**config.mk**
```make
export PLATFORM = sky130hd
export DESIGN_NAME = channel_display_ctrl
export DESIGN_NICKNAME = d
export VERILOG_FILES = /design/src/rtl/channel_display_pkg.sv /design/src/rtl/bin_to_7seg.sv /design/src/rtl/shift_display_driver.sv /design/src/rtl/channel_display_ctrl.sv
export SDC_FILE = /design/constraint.sdc
export NUM_CORES = 1
export LEC_CHECK = 0
export ABC_AREA = 1
export BUFFER_PORTS_ARGS = -buffer_cell sky130_fd_sc_hd__buf_2
export CAP_MARGIN = 20
export CORE_MARGIN = 5
export CORE_UTILIZATION = 62
export DETAILED_ROUTE_END_ITERATION = 12
export PLACE_DENSITY = 0.78
export SLEW_MARGIN = 20
export SYNTH_ARGS = -nofsm -noshare
export SYNTH_HDL_FRONTEND = slang
export SYNTH_HIERARCHICAL = 1
export SYNTH_SLANG_ARGS = --single-unit
```
**constraint.sdc**
```tcl
create_clock -name clk -period 2.4 [get_ports clk]
set_input_delay 0.24 -clock clk [delete_from_list [all_inputs] [get_ports clk]]
set_output_delay 0.24 -clock clk [all_outputs]
set_load 0.02 [all_outputs]
```
**src/rtl/channel_display_pkg.sv**
```systemverilog
// Shared display constants for the channel display: active-low segment
// codes (bit7=dp, bit6=g ... bit0=a), the channel glyph, blank code,
// the shift driver state encoding and small decode helpers.
package channel_display_pkg;

  localparam logic [7:0] SEG_BLANK    = 8'hFF;
  localparam logic [7:0] SEG_CH_GLYPH = 8'h86;

  localparam logic [7:0] SEG_D0 = 8'hC0;
  localparam logic [7:0] SEG_D1 = 8'hF9;
  localparam logic [7:0] SEG_D2 = 8'hA4;
  localparam logic [7:0] SEG_D3 = 8'hB0;
  localparam logic [7:0] SEG_D4 = 8'h99;
  localparam logic [7:0] SEG_D5 = 8'h92;
  localparam logic [7:0] SEG_D6 = 8'h82;
  localparam logic [7:0] SEG_D7 = 8'hF8;
  localparam logic [7:0] SEG_D8 = 8'h80;
  localparam logic [7:0] SEG_D9 = 8'h90;

  typedef enum logic [1:0] {
    DRV_IDLE = 2'd0,
    DRV_LOW  = 2'd1,
    DRV_HIGH = 2'd2
  } drv_state_t;

  // Decimal digit to segment code; anything above 9 shows blank.
  function automatic logic [7:0] seg_of_digit(input logic [3:0] d);
    logic [7:0] seg;
    case (d)
      4'd0:    seg = SEG_D0;
      4'd1:    seg = SEG_D1;
      4'd2:    seg = SEG_D2;
      4'd3:    seg = SEG_D3;
      4'd4:    seg = SEG_D4;
      4'd5:    seg = SEG_D5;
      4'd6:    seg = SEG_D6;
      4'd7:    seg = SEG_D7;
      4'd8:    seg = SEG_D8;
      4'd9:    seg = SEG_D9;
      default: seg = SEG_BLANK;
    endcase
    return seg;
  endfunction

  // Digit index to one-hot strobe.
  function automatic logic [3:0] digit_onehot(input logic [1:0] idx);
    logic [3:0] oh;
    case (idx)
      2'd0:    oh = 4'b0001;
      2'd1:    oh = 4'b0010;
      2'd2:    oh = 4'b0100;
      2'd3:    oh = 4'b1000;
      default: oh = 4'b0000;
    endcase
    return oh;
  endfunction

endpackage

```
**src/rtl/bin_to_7seg.sv**
```systemverilog
// Combinational 4-bit to active-low 7-segment decoder; 10..15 blank.
module bin_to_7seg (
  input  logic [3:0] bin,
  output logic [7:0] seg
);
  import channel_display_pkg::*;

  // Table lookup of the segment pattern for one decimal digit
  always_comb begin
    seg = seg_of_digit(bin);
  end

endmodule

```
**src/rtl/shift_display_driver.sv**
```systemverilog
// Serialises one 8-bit segment pattern MSB first to an external shift
// register. Each bit is presented with sr_clk low for SR_HALF cycles,
// then sr_clk high for SR_HALF cycles, so busy lasts 16*SR_HALF cycles.
// The digit strobe is dark while shifting and lights the latched digit
// once the last bit has been clocked in.
module shift_display_driver #(
  parameter int SR_HALF = 2
) (
  input  logic       clk,
  input  logic       rst_n,
  input  logic [7:0] seg_data,
  input  logic [1:0] digit_sel,
  input  logic       start,
  output logic       sr_clk,
  output logic       sr_data,
  output logic [3:0] digit_enable,
  output logic       busy
);
  import channel_display_pkg::*;

  localparam int HW = (SR_HALF > 1) ? $clog2(SR_HALF) : 1;
  localparam logic [HW-1:0] HALF_LAST = HW'(SR_HALF - 1);
  localparam logic [HW-1:0] HALF_ZERO = {HW{1'b0}};
  localparam logic [HW-1:0] HALF_ONE  = HW'(1);

  drv_state_t    state_r, state_s;
  logic [HW-1:0] half_r, half_s;
  logic [2:0]    bit_r, bit_s;
  logic [7:0]    shreg_r, shreg_s;
  logic [1:0]    sel_r, sel_s;
  logic          sr_clk_r, sr_clk_s;
  logic          sr_data_r, sr_data_s;
  logic [3:0]    de_r, de_s;
  logic          busy_r, busy_s;

  // Next-state and next-output logic of the serialiser FSM
  always_comb begin
    state_s   = state_r;
    half_s    = half_r;
    bit_s     = bit_r;
    shreg_s   = shreg_r;
    sel_s     = sel_r;
    sr_clk_s  = sr_clk_r;
    sr_data_s = sr_data_r;
    de_s      = de_r;
    busy_s    = busy_r;
    case (state_r)
      DRV_IDLE: begin
        if (start) begin
          state_s   = DRV_LOW;
          half_s    = HALF_ZERO;
          bit_s     = 3'd0;
          shreg_s   = seg_data;
          sel_s     = digit_sel;
          sr_clk_s  = 1'b0;
          sr_data_s = seg_data[7];
          de_s      = 4'b0000;
          busy_s    = 1'b1;
        end else begin
          state_s = DRV_IDLE;
        end
      end
      DRV_LOW: begin
        if (half_r == HALF_LAST) begin
          half_s   = HALF_ZERO;
          sr_clk_s = 1'b1;
          state_s  = DRV_HIGH;
        end else begin
          half_s = half_r + HALF_ONE;
        end
      end
      DRV_HIGH: begin
        if (half_r == HALF_LAST) begin
          half_s   = HALF_ZERO;
          sr_clk_s = 1'b0;
          if (bit_r == 3'd7) begin
            state_s = DRV_IDLE;
            busy_s  = 1'b0;
            de_s    = digit_onehot(sel_r);
          end else begin
            bit_s     = bit_r + 3'd1;
            shreg_s   = {shreg_r[6:0], 1'b0};
            sr_data_s = shreg_r[6];
            state_s   = DRV_LOW;
          end
        end else begin
          half_s = half_r + HALF_ONE;
        end
      end
      default: begin
        state_s  = DRV_IDLE;
        half_s   = HALF_ZERO;
        sr_clk_s = 1'b0;
        busy_s   = 1'b0;
      end
    endcase
  end

  // State and output registers; reset aborts any frame in progress
  always_ff @(posedge clk or negedge rst_n) begin
    if (!rst_n) begin
      state_r   <= DRV_IDLE;
      half_r    <= HALF_ZERO;
      bit_r     <= 3'd0;
      shreg_r   <= SEG_BLANK;
      sel_r     <= 2'd0;
      sr_clk_r  <= 1'b0;
      sr_data_r <= 1'b0;
      de_r      <= 4'b0000;
      busy_r    <= 1'b0;
    end else begin
      state_r   <= state_s;
      half_r    <= half_s;
      bit_r     <= bit_s;
      shreg_r   <= shreg_s;
      sel_r     <= sel_s;
      sr_clk_r  <= sr_clk_s;
      sr_data_r <= sr_data_s;
      de_r      <= de_s;
      busy_r    <= busy_s;
    end
  end

  assign sr_clk       = sr_clk_r;
  assign sr_data      = sr_data_r;
  assign digit_enable = de_r;
  assign busy         = busy_r;

endmodule

```
**src/rtl/channel_display_ctrl.sv**
```systemverilog
// Four-digit channel display controller. A refresh counter ticks once
// every MUX_MAX+1 cycles; each tick selects the next digit and, if the
// serialiser is free, hands it that digit's pattern (channel glyph,
// blank, tens, units -- or blank everywhere in standby).
module channel_display_ctrl #(
  parameter int MUX_MAX = 50000,
  parameter int SR_HALF = 2
) (
  input  logic       clk,
  input  logic       rst_n,
  input  logic       power_on,
  input  logic [6:0] canal,
  output logic       sr_clk,
  output logic       sr_data,
  output logic [3:0] digit_enable
);
  import channel_display_pkg::*;

  localparam int CW = (MUX_MAX > 0) ? $clog2(MUX_MAX + 1) : 1;
  localparam logic [CW-1:0] CNT_LAST = CW'(MUX_MAX);
  localparam logic [CW-1:0] CNT_ZERO = {CW{1'b0}};
  localparam logic [CW-1:0] CNT_ONE  = CW'(1);

  logic [CW-1:0] cnt_r, cnt_s;
  logic [1:0]    idx_r, idx_s;
  logic [7:0]    pattern_r, pattern_s;
  logic [1:0]    sel_r, sel_s;
  logic          start_r, start_s;
  logic          tick_s;
  logic          busy_s;
  logic [6:0]    tens_full_s;
  logic [3:0]    tens_s, units_s;
  logic [7:0]    tens_seg_s, units_seg_s, frame_seg_s;

  // Split the channel number into decimal tens and units
  always_comb begin
    tens_full_s = canal / 7'd10;
    tens_s      = 4'(tens_full_s % 7'd10);
    units_s     = 4'(canal % 7'd10);
  end

  bin_to_7seg u_tens_dec (
    .bin (tens_s),
    .seg (tens_seg_s)
  );

  bin_to_7seg u_units_dec (
    .bin (units_s),
    .seg (units_seg_s)
  );

  // Pattern for the digit currently selected by the refresh index
  always_comb begin
    if (power_on) begin
      case (idx_r)
        2'd0:    frame_seg_s = SEG_CH_GLYPH;
        2'd1:    frame_seg_s = SEG_BLANK;
        2'd2:    frame_seg_s = tens_seg_s;
        2'd3:    frame_seg_s = units_seg_s;
        default: frame_seg_s = SEG_BLANK;
      endcase
    end else begin
      frame_seg_s = SEG_BLANK;
    end
  end

  // Refresh tick, digit rotation and frame hand-off to the serialiser
  always_comb begin
    tick_s = (cnt_r == CNT_LAST);
    if (tick_s) begin
      cnt_s = CNT_ZERO;
      idx_s = idx_r + 2'd1;
    end else begin
      cnt_s = cnt_r + CNT_ONE;
      idx_s = idx_r;
    end
    // start_r guards against re-issuing before the driver reports busy
    if (tick_s && !busy_s && !start_r) begin
      pattern_s = frame_seg_s;
      sel_s     = idx_r;
      start_s   = 1'b1;
    end else begin
      pattern_s = pattern_r;
      sel_s     = sel_r;
      start_s   = 1'b0;
    end
  end

  // Controller registers, cleared asynchronously
  always_ff @(posedge clk or negedge rst_n) begin
    if (!rst_n) begin
      cnt_r     <= CNT_ZERO;
      idx_r     <= 2'd0;
      pattern_r <= SEG_BLANK;
      sel_r     <= 2'd0;
      start_r   <= 1'b0;
    end else begin
      cnt_r     <= cnt_s;
      idx_r     <= idx_s;
      pattern_r <= pattern_s;
      sel_r     <= sel_s;
      start_r   <= start_s;
    end
  end

  shift_display_driver #(
    .SR_HALF (SR_HALF)
  ) u_driver (
    .clk          (clk),
    .rst_n        (rst_n),
    .seg_data     (pattern_r),
    .digit_sel    (sel_r),
    .start        (start_r),
    .sr_clk       (sr_clk),
    .sr_data      (sr_data),
    .digit_enable (digit_enable),
    .busy         (busy_s)
  );

endmodule

```
After elaboration in Yosys (flattened, before gate mapping)
Memories as Yosys holds them, arrays and structs flattened. Cells that the tools add are included.

ROM bits: 224. Word-level logic and storage cells: 90. Memories: 2. RAM bits: 0. Register bits after elaboration: 51. Bits in latches: 0.

Multipliers: 0. Div/mod/pow operators: 3. Equality and inequality tests: 15. Shifts and indexed selects: 0. $add $sub $neg: 4. Magnitude comparators: 0. Reductions and logical operators: 15. Muxes and demuxes: 36. Bitwise gates (word level): 1.

Memory list: (no name shown) (depth 16, width 7, read ports 1, clocked after memory_dff 0, wr ports 0, RTL line channel_display_pkg.sv:29) `case (d)`; (no name shown) (depth 16, width 7, read ports 1, clocked after memory_dff 0, wr ports 0, RTL line channel_display_pkg.sv:29).

Operators with widths (number): $pmux 8 s4 (1); $mux 7 (3); $add 16x1->16 const B (1); $eq 16x16->1 const B (1); $mux 16 (1); $pmux 4 s4 (1); $mod 7x4->7 const B (2); $pmux 7 s2 (1); $mux 1 (13); $mux 4 (3); $reduce_and 4->1 (3); $eq 2x2->1 const B (5); $mux 3 (3); $mux 8 (1); $pmux 4 s2 (1); $div 7x4->7 const B (1); $eq 2x1->1 const B (3); $logic_not 2->1 (3); $ne 2x1->1 const B (3); $pmux 1 s3 (2); $pmux 2 s3 (1); $pmux 3 s2 (1); $mux 2 (2); $ne 2x2->1 const B (2); 12 further kinds (16).

Depth between registers and ports, before layout
Depth after elaboration: 5. Depth in mapped cells: 31. Depth with buffers taken out: 31.

By module
Netlist, hierarchy kept.

Modules (own cells, without submodules): channel_display_ctrl (seq. area each 735.7 µm², cells an instance 262, times used 1, area an instance 2026.9 µm²); shift_display_driver (seq. area each 559.3 µm², cells an instance 155, times used 1, area an instance 1196.1 µm²); bin_to_7seg (seq. area each 0.0 µm², cells an instance 37, times used 2, area an instance 198.9 µm²).

Worst setup path before layout
No wires, ideal clock.

Path type: input port to flip-flop. From: in canal[5]. To: reg pattern_r[3]. Data arrival time: 3.187 ns. Path buffers: 0. Cell stages on the path: 27. Setup slack: -0.871 ns. Library setup time: 0.083 ns. Cells stage by stage: inv_2 > ha_1 > inv_1 > nand2_2 > a21oi_1 > inv_1 > nand3_1 > nand2_2 > nand2_2 > nand2_2 > nand2_2 > nand2_1 > nand2_1 > inv_1 > ha_1 > inv_1 > nand3_2 > nand3_2 > xor2_1 > inv_1 > ha_1 > nand2_1 > nand3_1 > nand2_1 > a22o_1 > nand3_1 > nand3_1.

Longest elaborated chain between the ends: 5. Elaborated cells between the ends (all ways): 7. Those cells by class: div: 3; mux: 2; memory: 2.

Ends and longest elaborated chain: start: declaration (RTL line channel_display_ctrl.sv:12) `input logic [6:0] canal,`; $div 7x4->7 (RTL line channel_display_ctrl.sv:37) `tens_full_s = canal / 7'd10;`; net tens_full_s[0] (RTL line channel_display_ctrl.sv:31) `logic [6:0] tens_full_s;`; $mod 7x4->7 (RTL line channel_display_ctrl.sv:38) `tens_s = 4'(tens_full_s % 7'd10);`; $mem_v2 16x7; $pmux 8 s4 (RTL line channel_display_ctrl.sv:55) `case (idx_r)`; $mux 8 (RTL line channel_display_ctrl.sv:54) `if (power_on) begin`; end signal: assignment (RTL line channel_display_ctrl.sv:100) `pattern_r <= pattern_s;`; end: declaration (RTL line channel_display_ctrl.sv:26) `logic [7:0] pattern_r, pattern_s;`.

The timed path passes the listed nets, and every way through them passes these cells. The select of a mux whose other input is x is not followed. A chain may end at the register's enable or synchronous reset.

Worst setup path after layout
From: in canal[5]. To: reg pattern_r[4].

The elaborated chain is that of the path after synthesis.

==> results by stage <==
CTS:
- Clock tree synthesis found a total of 51 sinks.
- The TritonCTS clock tree is done.
- The cell sitting at the root of the clock tree is a clkbuf_8.
- Clock latency on the worst-skew pair, taken at its later pin, is 0.30 ns.
- The H-tree was split into 2 levels.
- In this run, CTS created clock tree buffers numbering 5.
- After clock tree synthesis, the clock-pin slew on the worst setup and hold paths is 0.09 ns.
- The number of buffers on the longest clock path is 2.
- For this design, the CTS-stage hold fixing added 0 buffers.

Power and ir drop:
- Across the VDD grid, the largest voltage drop is about 370 µV.
- Dividing total power by cell area gives a power density of 480.4 nW/µm².
- The power consumption is 2.116 mW.
- The total leakage power is 2.340 nW.

Setup path:
- The worst setup path is launched from a primary input.
- The critical path is of the primary input to register type.
- Counting stages on the worst path, the most repeated cell is nand2_2.
- Data arrives at the worst endpoint at about 3.1 ns.
- The maximum fanout encountered on the critical timing path is 5.
- The peak per-stage delay on the critical path is 0.25 ns.
- The cell with the largest stage delay on the worst path is xor2_4.
- The required arrival time at the worst endpoint is 2.63 ns.
- The sort of element at the end of the critical path is a register.
- The worst reg2reg path depth is 14.

Detailed routing:
- The detailed router finished its first iteration with 144 violations.
- The detailed-route via count is 3,232.
- The number of detailed-routing iterations run before antenna repair is 5.
- The number of design rule violations left after detail routing is 0.
- Dividing the detail-routed via count by the number of cells gives 5.230.
- In this run the remaining antenna-violating nets after routing total 0.
- The total wirelength of the detailed-routed design is 7677 µm.
- Dividing the detail-routed wire length by the instance count gives 12.42 µm.

Die:
- The floorplan step defined a die boundary enclosing between 7000 and 8000 µm².
- The die is 86.42 µm tall.
- The initialized floorplan defines 27 standard-cell rows.
- 16 I/O pins were placed.
- The initial utilization of the core area, before any placement, comes to 0.6457.
- Measured along the x axis, the die boundary spans between 80 and 90 µm.
- The core region is roughly 5600 µm².

Cells and area:
- The final net count is 583.
- The cell area after layout is 4404 µm².
- The proportion of layout cells with a drive suffix above 1 is 0.2967.
- The post-route core utilization is 0.7854.
- Leaving out filler cells and counting taps, the final layout contains slightly above 600.
- 0 antenna diodes ended up in the layout.
- The area growth from synthesis to layout is 21.63%.

STA:
- The setup total negative slack is -3.397 ns.
- The minimum period implied by the final worst setup slack is approximately 2.9 ns.
- The max-slew violation count is 0.
- The worst setup skew after layout is 0.007895 ns.
- The final worst-path setup slack is -0.5154 ns.
- Headroom to the max-slew limit came out at 0.3824.
- At the pin with the least slew margin, the transition time is 0.9265 ns.
- Derived from the worst setup path, the maximum achievable clock frequency is 0.3430 GHz.
- Setup violations remaining at the end of the flow were counted as 7.
- Setup repair after global routing could not meet its margin everywhere.
- Of the available clock period, the critical path in the final layout requires 1.215.
- The final hold violation count was 0.

Place:
- Counting tap cells, the placed design contains a total of a little under 600 instances.
- At the end of routability-driven placement, the weighted congestion stood at 0.8487.
- The instance area after placement is 4033 µm².
- The port buffer count is 15.
- The placed wire-length estimate after detailed placement is 5400 µm.

Synthesis:
- In this run, synthesis produced a sequential element count of 51.
- The number of enable flip-flop cells after synthesis is 0.
- The cell count after synthesis is slightly below 500.
- The post-synthesis instance area is 3621 µm².
- The total nets after synthesis is 529.
- In the post-synthesis netlist, the biggest area contributors are dfrtp_1, nand2_1, dfstp_2.
- For this run, the register share of the synthesized area comes to 0.3576.
- The average instance in the mapped netlist occupies roughly 7.4 µm².
- The share of flip-flops with an asynchronous set or reset after synthesis is 1.000.
- The biggest area consumer among synthesized cells is dfrtp_1.
- The synthesized netlist contains 45 unique library cells.
- The Yosys step of the flow raised 6 warnings.
- The predominant post-synthesis flop cell is dfrtp_1.
- Of the post-synthesis cell area, the dominant cell type holds 0.2488.

Global route:
- For this run the aggregate overflow at the end of global routing stands at 0.
- The number of global-route vias before repair is 3,271.
- Entering global routing, the biggest net connects 45 pins.
- The overall fraction of global-route tracks in use is 0.2183.
- The first global-routing pass estimated 13,710 µm of wire.
- The initial antenna violation count was 0.

Status:
- The checks that failed: setup timing.
- The flow ran to the end, but the final reports show violations.

Run:
- The number of max-cap violations is 0.

Worst hold path:
- The type of the tightest min-delay check is primary input to async pin.
[critical path: cells and delay by family]
family	cells	cell delay, ns
simple gates	17	1.34
fa+ha+maj	3	0.45
compound gates	2	0.43
buf+inv	6	0.41
xor+xnor	1	0.25
[worst paths after layout]
path,from,endpoint,slack (ns)
setup / recovery,canal[5],pattern_r[4],-0.52
hold / removal,rst_n,cnt_r[12],0.07
setup reg to reg,cnt_r[0],cnt_r[14],0.26
hold reg to reg,u_driver/shreg_r[3],u_driver/shreg_r[3],0.47
max in group asynchronous,rst_n,u_driver/shreg_r[3],1.56
min in group clk,power_on,pattern_r[4],0.40
[synthesized netlist by cell type, drive strengths merged (5+ instances only)]
cell	count
a22o	8
nor3	7
o21ai	19
nand2	167
ha	28
inv	69
buf	11
nand4	5
a21oi	8
nor2	29
dfstp	15
xor2	6
nand3	65
dfrtp	36
[layout make-up]
| cell class | count | area (µm²) |
|---|---|---|
| multi-input cells | 357 | 2217 |
| flip-flops and latches | 51 | 1295 |
| fillers | 408 | 1204 |
| clock buffers | 6 | 72.57 |
| clock inverters | 2 | 12.51 |
| well taps | 72 | 90.09 |
| repair buffers | 59 | 426.7 |
| inverters | 71 | 290.3 |
[power breakdown]
| group | switching (mW) | internal, mW |
|---|---|---|
| sequential | 0 | 0.860 |
| combinational | 0.441 | 0.333 |
| clock | 0.277 | 0.204 |
[state kept, by name, indices dropped and copies added (netlist names)]
signal	flops
u_driver/busy	1
u_driver/shreg_r	7
idx_r	2
pattern_r	8
u_driver/sr_clk	1
u_driver/sr_data	1
cnt_r	16
u_driver/sel_r	2
u_driver/half_r	1
sel_r	2
u_driver/bit_r	3
u_driver/digit_enable	4
u_driver/state_r	2
start_r	1
[routing by layer]
layer | up-vias | wire [µm] | GRT usage
met1 | 1507 | 3380 | 0.2612
met2 | 43 | 3920 | 0.3992
met4 | 0 | 184 | 0.07507
met3 | 16 | 192 | 0.02852
met5 | - | 0 | 0
li1 | 1666 | - | -
[per-stage QoR]
step	setup slack, ns	hold WS (ns)
3_3_place_gp	-0.7631	0.4253
5_1_grt	-0.6993	0.1521
2_1_floorplan	-0.5245	-0.05559
4_1_cts	-0.3938	0.1119
6_report	-0.5154	0.07116
3_5_place_dp	-0.8939	0.4402
[kinds of logic after synthesis]
| kind of cell | count (synthesis) | share of synthesized area |
|---|---|---|
| and+or+nand+nor | 281 | 0.3583 |
| buffers and inverters | 83 | 0.09779 |
| DFF | 51 | 0.3576 |
| AOI/OAI and AO/OA | 40 | 0.07291 |
| adders and majority gates | 28 | 0.09675 |
| xor gates and xnor gates | 6 | 0.01451 |
| other | 2 | 0.002074 |
[placed cells by master (no fill, tap or decap), types with 2 or more instances in the layout]
| master | instances |
|---|---|
| nand2_2 | 22 |
| inv_2 | 15 |
| nand2_4 | 3 |
| inv_1 | 50 |
| nand3_2 | 7 |
| xor2_1 | 5 |
| nand3_1 | 54 |
| nor2_1 | 26 |
| conb_1 | 2 |
| nand3_4 | 4 |
| a21oi_4 | 2 |
| buf_4 | 44 |
| a21oi_1 | 6 |
| dfrtp_1 | 36 |
| o21ai_1 | 4 |
| o21ai_0 | 9 |
| ha_4 | 6 |
| a22o_1 | 8 |
| dfstp_2 | 15 |
| o21ai_4 | 4 |
| inv_4 | 2 |
| clkinv_2 | 2 |
| nand4_1 | 4 |
| buf_2 | 13 |
| nand2_1 | 142 |
| nor3_1 | 6 |
| ha_1 | 21 |
| nor2_2 | 2 |
| clkbuf_8 | 5 |
| o21ai_2 | 2 |
[what timing repair did]
action / 4_1_cts / 5_1_grt
buffers inserted: 13 / 2
endpoints found under the setup margin: 7 / 7
pin swaps: 23 / 20
resized for setup: 28 / 18
Note: power is estimated with default switching activity, not from simulation.
